### src/rtl/ultrasonic_pkg.sv
// ultrasonic_pkg: shared types and constants for the ultrasonic scheduler.
// Holds the FSM state enum, sensor count, tick counter width and default timing.
package ultrasonic_pkg;
    typedef enum logic [2:0] {IDLE, TRIG, WAIT_RISE, MEASURE, GAP} state_t;
    localparam int NUM_SENSORS       = 3;
    localparam int CNT_W             = 16;
    localparam int DEF_CLK_DIV       = 50;
    localparam int DEF_TRIG_TICKS    = 10;
    localparam int DEF_TIMEOUT_TICKS = 30000;
    localparam int DEF_GAP_TICKS     = 10000;
    localparam int DEF_THRESH_TICKS  = 1160;
endpackage

### src/rtl/us_tick_gen.sv
// us_tick_gen: CLK_DIV prescaler producing a one-cycle tick strobe.
// Ports: fpgaclk (clock), rst (sync active-high), restart (zero the prescaler
// so the next tick lands exactly CLK_DIV cycles later), tick (strobe output).
module us_tick_gen #(
    parameter int CLK_DIV = 50
) (
    input  logic fpgaclk,
    input  logic rst,
    input  logic restart,
    output logic tick
);
    localparam int DW = (CLK_DIV > 1) ? $clog2(CLK_DIV) : 1;
    localparam logic [DW-1:0] LAST = DW'(CLK_DIV - 1);
    logic [DW-1:0] div;
    assign tick = (div == LAST);
    always_ff @(posedge fpgaclk)
        if (rst || restart) div <= '0;
        else div <= tick ? '0 : div + 1'b1;
endmodule

### src/rtl/ultrasonic_scheduler.sv
// ultrasonic_scheduler: round-robin trigger/echo timing engine for 3 ultrasonic sensors.
// Ports: fpgaclk, rst (sync active-high), en (scan enable), echo[2:0] (async echoes),
// trigger[2:0] (trigger pulses), led[2:0] (obstacle flags), dist_us (3x16-bit widths),
// meas_valid/meas_idx/meas_timeout (one-cycle completion report).
import ultrasonic_pkg::*;

module ultrasonic_scheduler #(
    parameter int CLK_DIV       = DEF_CLK_DIV,
    parameter int TRIG_TICKS    = DEF_TRIG_TICKS,
    parameter int TIMEOUT_TICKS = DEF_TIMEOUT_TICKS,
    parameter int GAP_TICKS     = DEF_GAP_TICKS,
    parameter int THRESH_TICKS  = DEF_THRESH_TICKS
) (
    input  logic                         fpgaclk,
    input  logic                         rst,
    input  logic                         en,
    input  logic [NUM_SENSORS-1:0]       echo,
    output logic [NUM_SENSORS-1:0]       trigger,
    output logic [NUM_SENSORS-1:0]       led,
    output logic [NUM_SENSORS*CNT_W-1:0] dist_us,
    output logic                         meas_valid,
    output logic [1:0]                   meas_idx,
    output logic                         meas_timeout
);
    localparam logic [CNT_W-1:0] TRIG_LAST = CNT_W'(TRIG_TICKS - 1);
    localparam logic [CNT_W-1:0] TO_LAST   = CNT_W'(TIMEOUT_TICKS - 1);
    localparam logic [CNT_W-1:0] TO_VAL    = CNT_W'(TIMEOUT_TICKS);
    localparam logic [CNT_W-1:0] GAP_LAST  = CNT_W'(GAP_TICKS - 1);
    localparam logic [CNT_W-1:0] THRESH    = CNT_W'(THRESH_TICKS);
    localparam logic [1:0]       IDX_LAST  = 2'(NUM_SENSORS - 1);

    state_t state, state_next;
    logic [1:0] idx;
    logic [CNT_W-1:0] cnt, cnt_next, cnt_inc, width;
    logic [NUM_SENSORS-1:0] sync1, sync2, prev;
    logic tick, restart, rise, fall, done, done_to, adv;

    us_tick_gen #(.CLK_DIV(CLK_DIV)) u_tick (
        .fpgaclk(fpgaclk),
        .rst    (rst),
        .restart(restart),
        .tick   (tick)
    );

    // Edges come from the synchronized echo of the active sensor only; prev is
    // always tracked, so an echo already high on WAIT_RISE entry yields no rise.
    assign rise    = sync2[idx] & ~prev[idx];
    assign fall    = ~sync2[idx] & prev[idx];
    assign cnt_inc = (&cnt) ? cnt : cnt + 1'b1;
    assign trigger = (state == TRIG) ? NUM_SENSORS'(1) << idx : '0;

    always_comb begin
        state_next = state;
        cnt_next   = cnt;
        restart    = 1'b0;
        done       = 1'b0;
        done_to    = 1'b0;
        adv        = 1'b0;
        width      = cnt;
        case (state)
            IDLE: if (en) begin
                state_next = TRIG;
                cnt_next   = '0;
                restart    = 1'b1;
            end
            TRIG: if (!en) state_next = IDLE;
            else if (tick) begin
                cnt_next = cnt_inc;
                if (cnt == TRIG_LAST) begin
                    state_next = WAIT_RISE;
                    cnt_next   = '0;
                end
            end
            WAIT_RISE: if (!en) state_next = IDLE;
            else if (rise) begin
                // Realign the tick grid to the echo rise so the width is exact.
                state_next = MEASURE;
                cnt_next   = '0;
                restart    = 1'b1;
            end else if (tick) begin
                cnt_next = cnt_inc;
                if (cnt == TO_LAST) begin
                    state_next = GAP;
                    cnt_next   = '0;
                    done       = 1'b1;
                    done_to    = 1'b1;
                    width      = TO_VAL;
                end
            end
            MEASURE: if (!en) state_next = IDLE;
            else if (fall) begin
                // The tick coinciding with the fall still belongs to the pulse.
                state_next = GAP;
                cnt_next   = '0;
                done       = 1'b1;
                width      = tick ? cnt_inc : cnt;
            end else if (tick) begin
                cnt_next = cnt_inc;
                if (cnt == TO_LAST) begin
                    state_next = GAP;
                    cnt_next   = '0;
                    done       = 1'b1;
                    done_to    = 1'b1;
                    width      = TO_VAL;
                end
            end
            GAP: if (tick) begin
                cnt_next = cnt_inc;
                if (cnt == GAP_LAST) begin
                    state_next = en ? TRIG : IDLE;
                    cnt_next   = '0;
                    restart    = en;
                    adv        = 1'b1;
                end
            end
            default: state_next = IDLE;
        endcase
    end

    always_ff @(posedge fpgaclk) begin
        if (rst) begin
            state        <= IDLE;
            idx          <= '0;
            cnt          <= '0;
            sync1        <= '0;
            sync2        <= '0;
            prev         <= '0;
            led          <= '0;
            dist_us      <= '0;
            meas_valid   <= 1'b0;
            meas_idx     <= '0;
            meas_timeout <= 1'b0;
        end else begin
            state      <= state_next;
            cnt        <= cnt_next;
            sync1      <= echo;
            sync2      <= sync1;
            prev       <= sync2;
            meas_valid <= done;
            if (adv) idx <= (idx == IDX_LAST) ? '0 : idx + 1'b1;
            if (done) begin
                meas_idx                    <= idx;
                meas_timeout                <= done_to;
                dist_us[idx*CNT_W +: CNT_W] <= width;
                led[idx]                    <= !done_to && (width < THRESH);
            end
        end
    end
endmodule
### config.mk
export PLATFORM = sky130hd
export DESIGN_NAME = ultrasonic_scheduler
export DESIGN_NICKNAME = d
export VERILOG_FILES = /design/src/rtl/ultrasonic_pkg.sv /design/src/rtl/us_tick_gen.sv /design/src/rtl/ultrasonic_scheduler.sv
export SDC_FILE = /design/constraint.sdc
export NUM_CORES = 1
export LEC_CHECK = 0
export CORE_AREA = 2 2 91 102
export CTS_BUF_LIST = sky130_fd_sc_hd__clkbuf_4 sky130_fd_sc_hd__clkbuf_8
export CTS_CLUSTER_SIZE = 16
export DETAILED_ROUTE_END_ITERATION = 12
export DIE_AREA = 0 0 93 104
export PLACE_DENSITY = 0.81
export SYNTH_ARGS = -nofsm -noshare
export SYNTH_HDL_FRONTEND = slang
export SYNTH_HIERARCHICAL = 1
export SYNTH_SLANG_ARGS = --single-unit
### constraint.sdc
create_clock -name fpgaclk -period 3.9 [get_ports fpgaclk]
set_clock_uncertainty 0.05 [all_clocks]
set_input_delay 0.39 -clock fpgaclk [delete_from_list [all_inputs] [get_ports fpgaclk]]
set_output_delay 0.39 -clock fpgaclk [all_outputs]
set_load 0.02 [all_outputs]
==> run summary, run 1 <==
Outcome: completed
VDD IR-drop max: 344 uV
CORE AREA: 8650 um^2
Total number of vias: 5,059
Routed WL: 15,400 um
Layout Nets: 665
Port bufs: 63
Post-cts resize count: 0
Post-synth net total: 611
EDFF count, synth: 0
Slew @ Worst Pin: 0.795 ns
Slew HR: 46.1%
Final hold violation count: 0
Clk_lat worst skew: 0.37 ns
Hold Buf Count CTS: 0
Crit path kind: register to register
Vias in the first global route: 4,674
Max-slew violations: 0
Placement Cell Area: 5580 um^2
Synth top cells by count: nor2_1, dfxtp_1, a22oi_1
DP HPWL: 11,300 um
Max Cap Viol: 0
Worst Setup Start Kind: register
Largest net degree at the start of global routing: 31
Cells after synthesis: 595
Mapped cell area: 4830 um^2
TritonCTS clock tree: done
# setup viols final: 0
Synth top area cells: dfxtp_1, nor2_1, a22oi_1
Pwr Density: 286 nW/um^2
Total GRT Usage: 31.8%
Avg Vias per Cell: 6.60
Finished Core Util: 66.6%
H-Tree Depth: 3
CP max FO: 10
HP Class: register to register
Predominant post-synthesis flop cell: dfxtp_1
Post-CTS setup repair buffer count: 0
Initial antenna violation count: 0
Non-Filler Instances: 767
Fmax: 280 MHz
Flops & latches, synth: 91
Worst-case clock buffer depth: 2
Post-Place Cells: 752
CP endpoint kind: register
Die Span Y: 104 um
Layout cells sized above 1: 9.65%
Seq/Total Area, Yosys: 37.7%
FP Rows: 36
Ys Warns: 6
Clock transition at path regs: 0.10 ns
First-pass GRT wire length: 24,500 um
Number of CTS-inserted buffers: 9
Drc violations: 0
First-pass DRT Iterations: 5
Die width: 93 um
Syn Area/Cell: 8.11 um^2
Synth cell types: 66
Gpl congestion: 1.01
DR WL/cell: 20.1 um
# IOs: 64
Minimum clock period: 3.57 ns
Antenna diodes: 0
Starting density of the core: 55.8%
Area Overhead vs Synth: 19.2%
Root Driver: clkbuf_8
Leak Pwr: 1.96 nW
Global route overflow: 0
Finished Cell Area: 5760 um^2
Area share of the largest cell type after synthesis: 37.7%
Ys async rst share: 0%
Synth area leader: dfxtp_1
Tcrit/Tclk final: 91.4%
Worst Path Required: 4.12 ns
DRT iter0 DRCs: 523
Die area: 9670 um^2
RSZ-0062 raised after global routing: no
Clock Sinks: 91
Post-route ant nets: 0
TNS Setup: 0 ns
Count leader, synth: nor2_1
Worst path arrival time: 3.79 ns
## cell families (layout without fill, tap and decap cells)
group / count (synthesis) / in the layout / share of synthesized area [%]
AO/OA/AOI/OAI: 181 / 181 / 25.8
XOR/XNOR: 6 / 6 / 1.09
adder cells (fa/ha/maj): 10 / 10 / 2.59
buffers and inverters: 55 / 113 / 4.79
flip-flops: 91 / 91 / 37.7
multiplexers: 10 / 10 / 2.18
AND/OR/NAND/NOR: 242 / 242 / 25.8
## where the power goes
group	switching, W	leakage, nW	internal, W
Sequential	0.0000101	0.735	0.000936
Clock	0.000355	0.0823	0.000235
Combinational	0.0000739	1.15	0.0000349
Total	0.000439	1.96	0.00121
## state kept, by name, indices dropped and copies added, names as in the netlist
register and flops:
u_tick/div 6, sync1 3, meas_valid 1, state 3
dist_us 48, idx 2, led 3, meas_idx 2
prev 3, meas_timeout 1, sync2 3, cnt 16
## worst max-delay path: stages, from the launching register on
cell and delay (ns):
dfxtp_1 0.40, ha_1 0.18, nand4b_1 0.15, nor2_1 0.20, nand4_1 0.21, nor3_1 0.34
and2_1 0.35, o21a_1 0.37, nor2_2 0.15, o2bb2ai_2 0.18, or4b_4 0.56, o41ai_1 0.32
## worst paths after layout
check	slack, ns	endpoint	depth (start not counted)	startpoint
worst max-delay path	0.33	led[0]$_SDFFE_PP0P_	11	u_tick/div[0]$_SDFF_PP0_
worst min-delay path	0.41	dist_us[17]$_SDFFE_PP0P_	2	dist_us[17]$_SDFFE_PP0P_
worst max register to register	0.33	led[0]$_SDFFE_PP0P_	11	u_tick/div[0]$_SDFF_PP0_
worst min register to register	0.41	dist_us[17]$_SDFFE_PP0P_	2	dist_us[17]$_SDFFE_PP0P_
## per-stage QoR
stage               hold slack [ns]  power [W]  setup WS (ns)
CTS                           0.405    0.00164          0.398
finish                        0.407    0.00164          0.333
global route                  0.421    0.00170          0.178
floorplan                     0.364    0.00104          0.877
detailed placement            0.384    0.00107          0.379
global placement              0.378    0.00107          0.529
## layout by cell type (no fill, tap or decap), drive strengths merged, types with 6 or more instances in the layout
cell and count:
nor2 94, dfxtp 91, clkdlybuf4s50 62, a22oi 44, a21oi 34, nand2 34, o21ai 31, nand3 26
buf 24, nor3 21, inv 14, nor2b 13, a31oi 10, ha 10, and3 9, nand4 9
clkbuf 9, o31ai 8, o21a 7, mux2i 6, o211ai 6
## layer usage
metal  GRT usage [%]  up-vias  part of all wire, %
met5               0        -                    0
met4            10.7        0                  2.8
met3            7.54       45                  9.9
met2            51.8      333                   48
met1            41.3     2379                   39
li1                -     2302                    -
## final cells by class
cell class	instances	area (um^2)
multi-input cells	449	2780
flip-flops and latches	91	1820
well taps	114	143
repair buffers	86	798
fillers	760	2890
inverters	12	45.0
clock inverters	6	50.0
clock buffers	9	124
No activity file was read; power rests on OpenSTA's default activity.
==> run 2: changes to the inputs <==
TNS_END_PERCENT = 10   (was default)
==> results of run 2 <==
Same layout as run 1: the final DEF is identical, and so are final timing and power.
==> run 3: changes to the inputs <==
CAP_MARGIN = 20   (was default)
==> results of run 3 <==
Same layout as run 1: the final DEF is identical, and so are final timing and power.
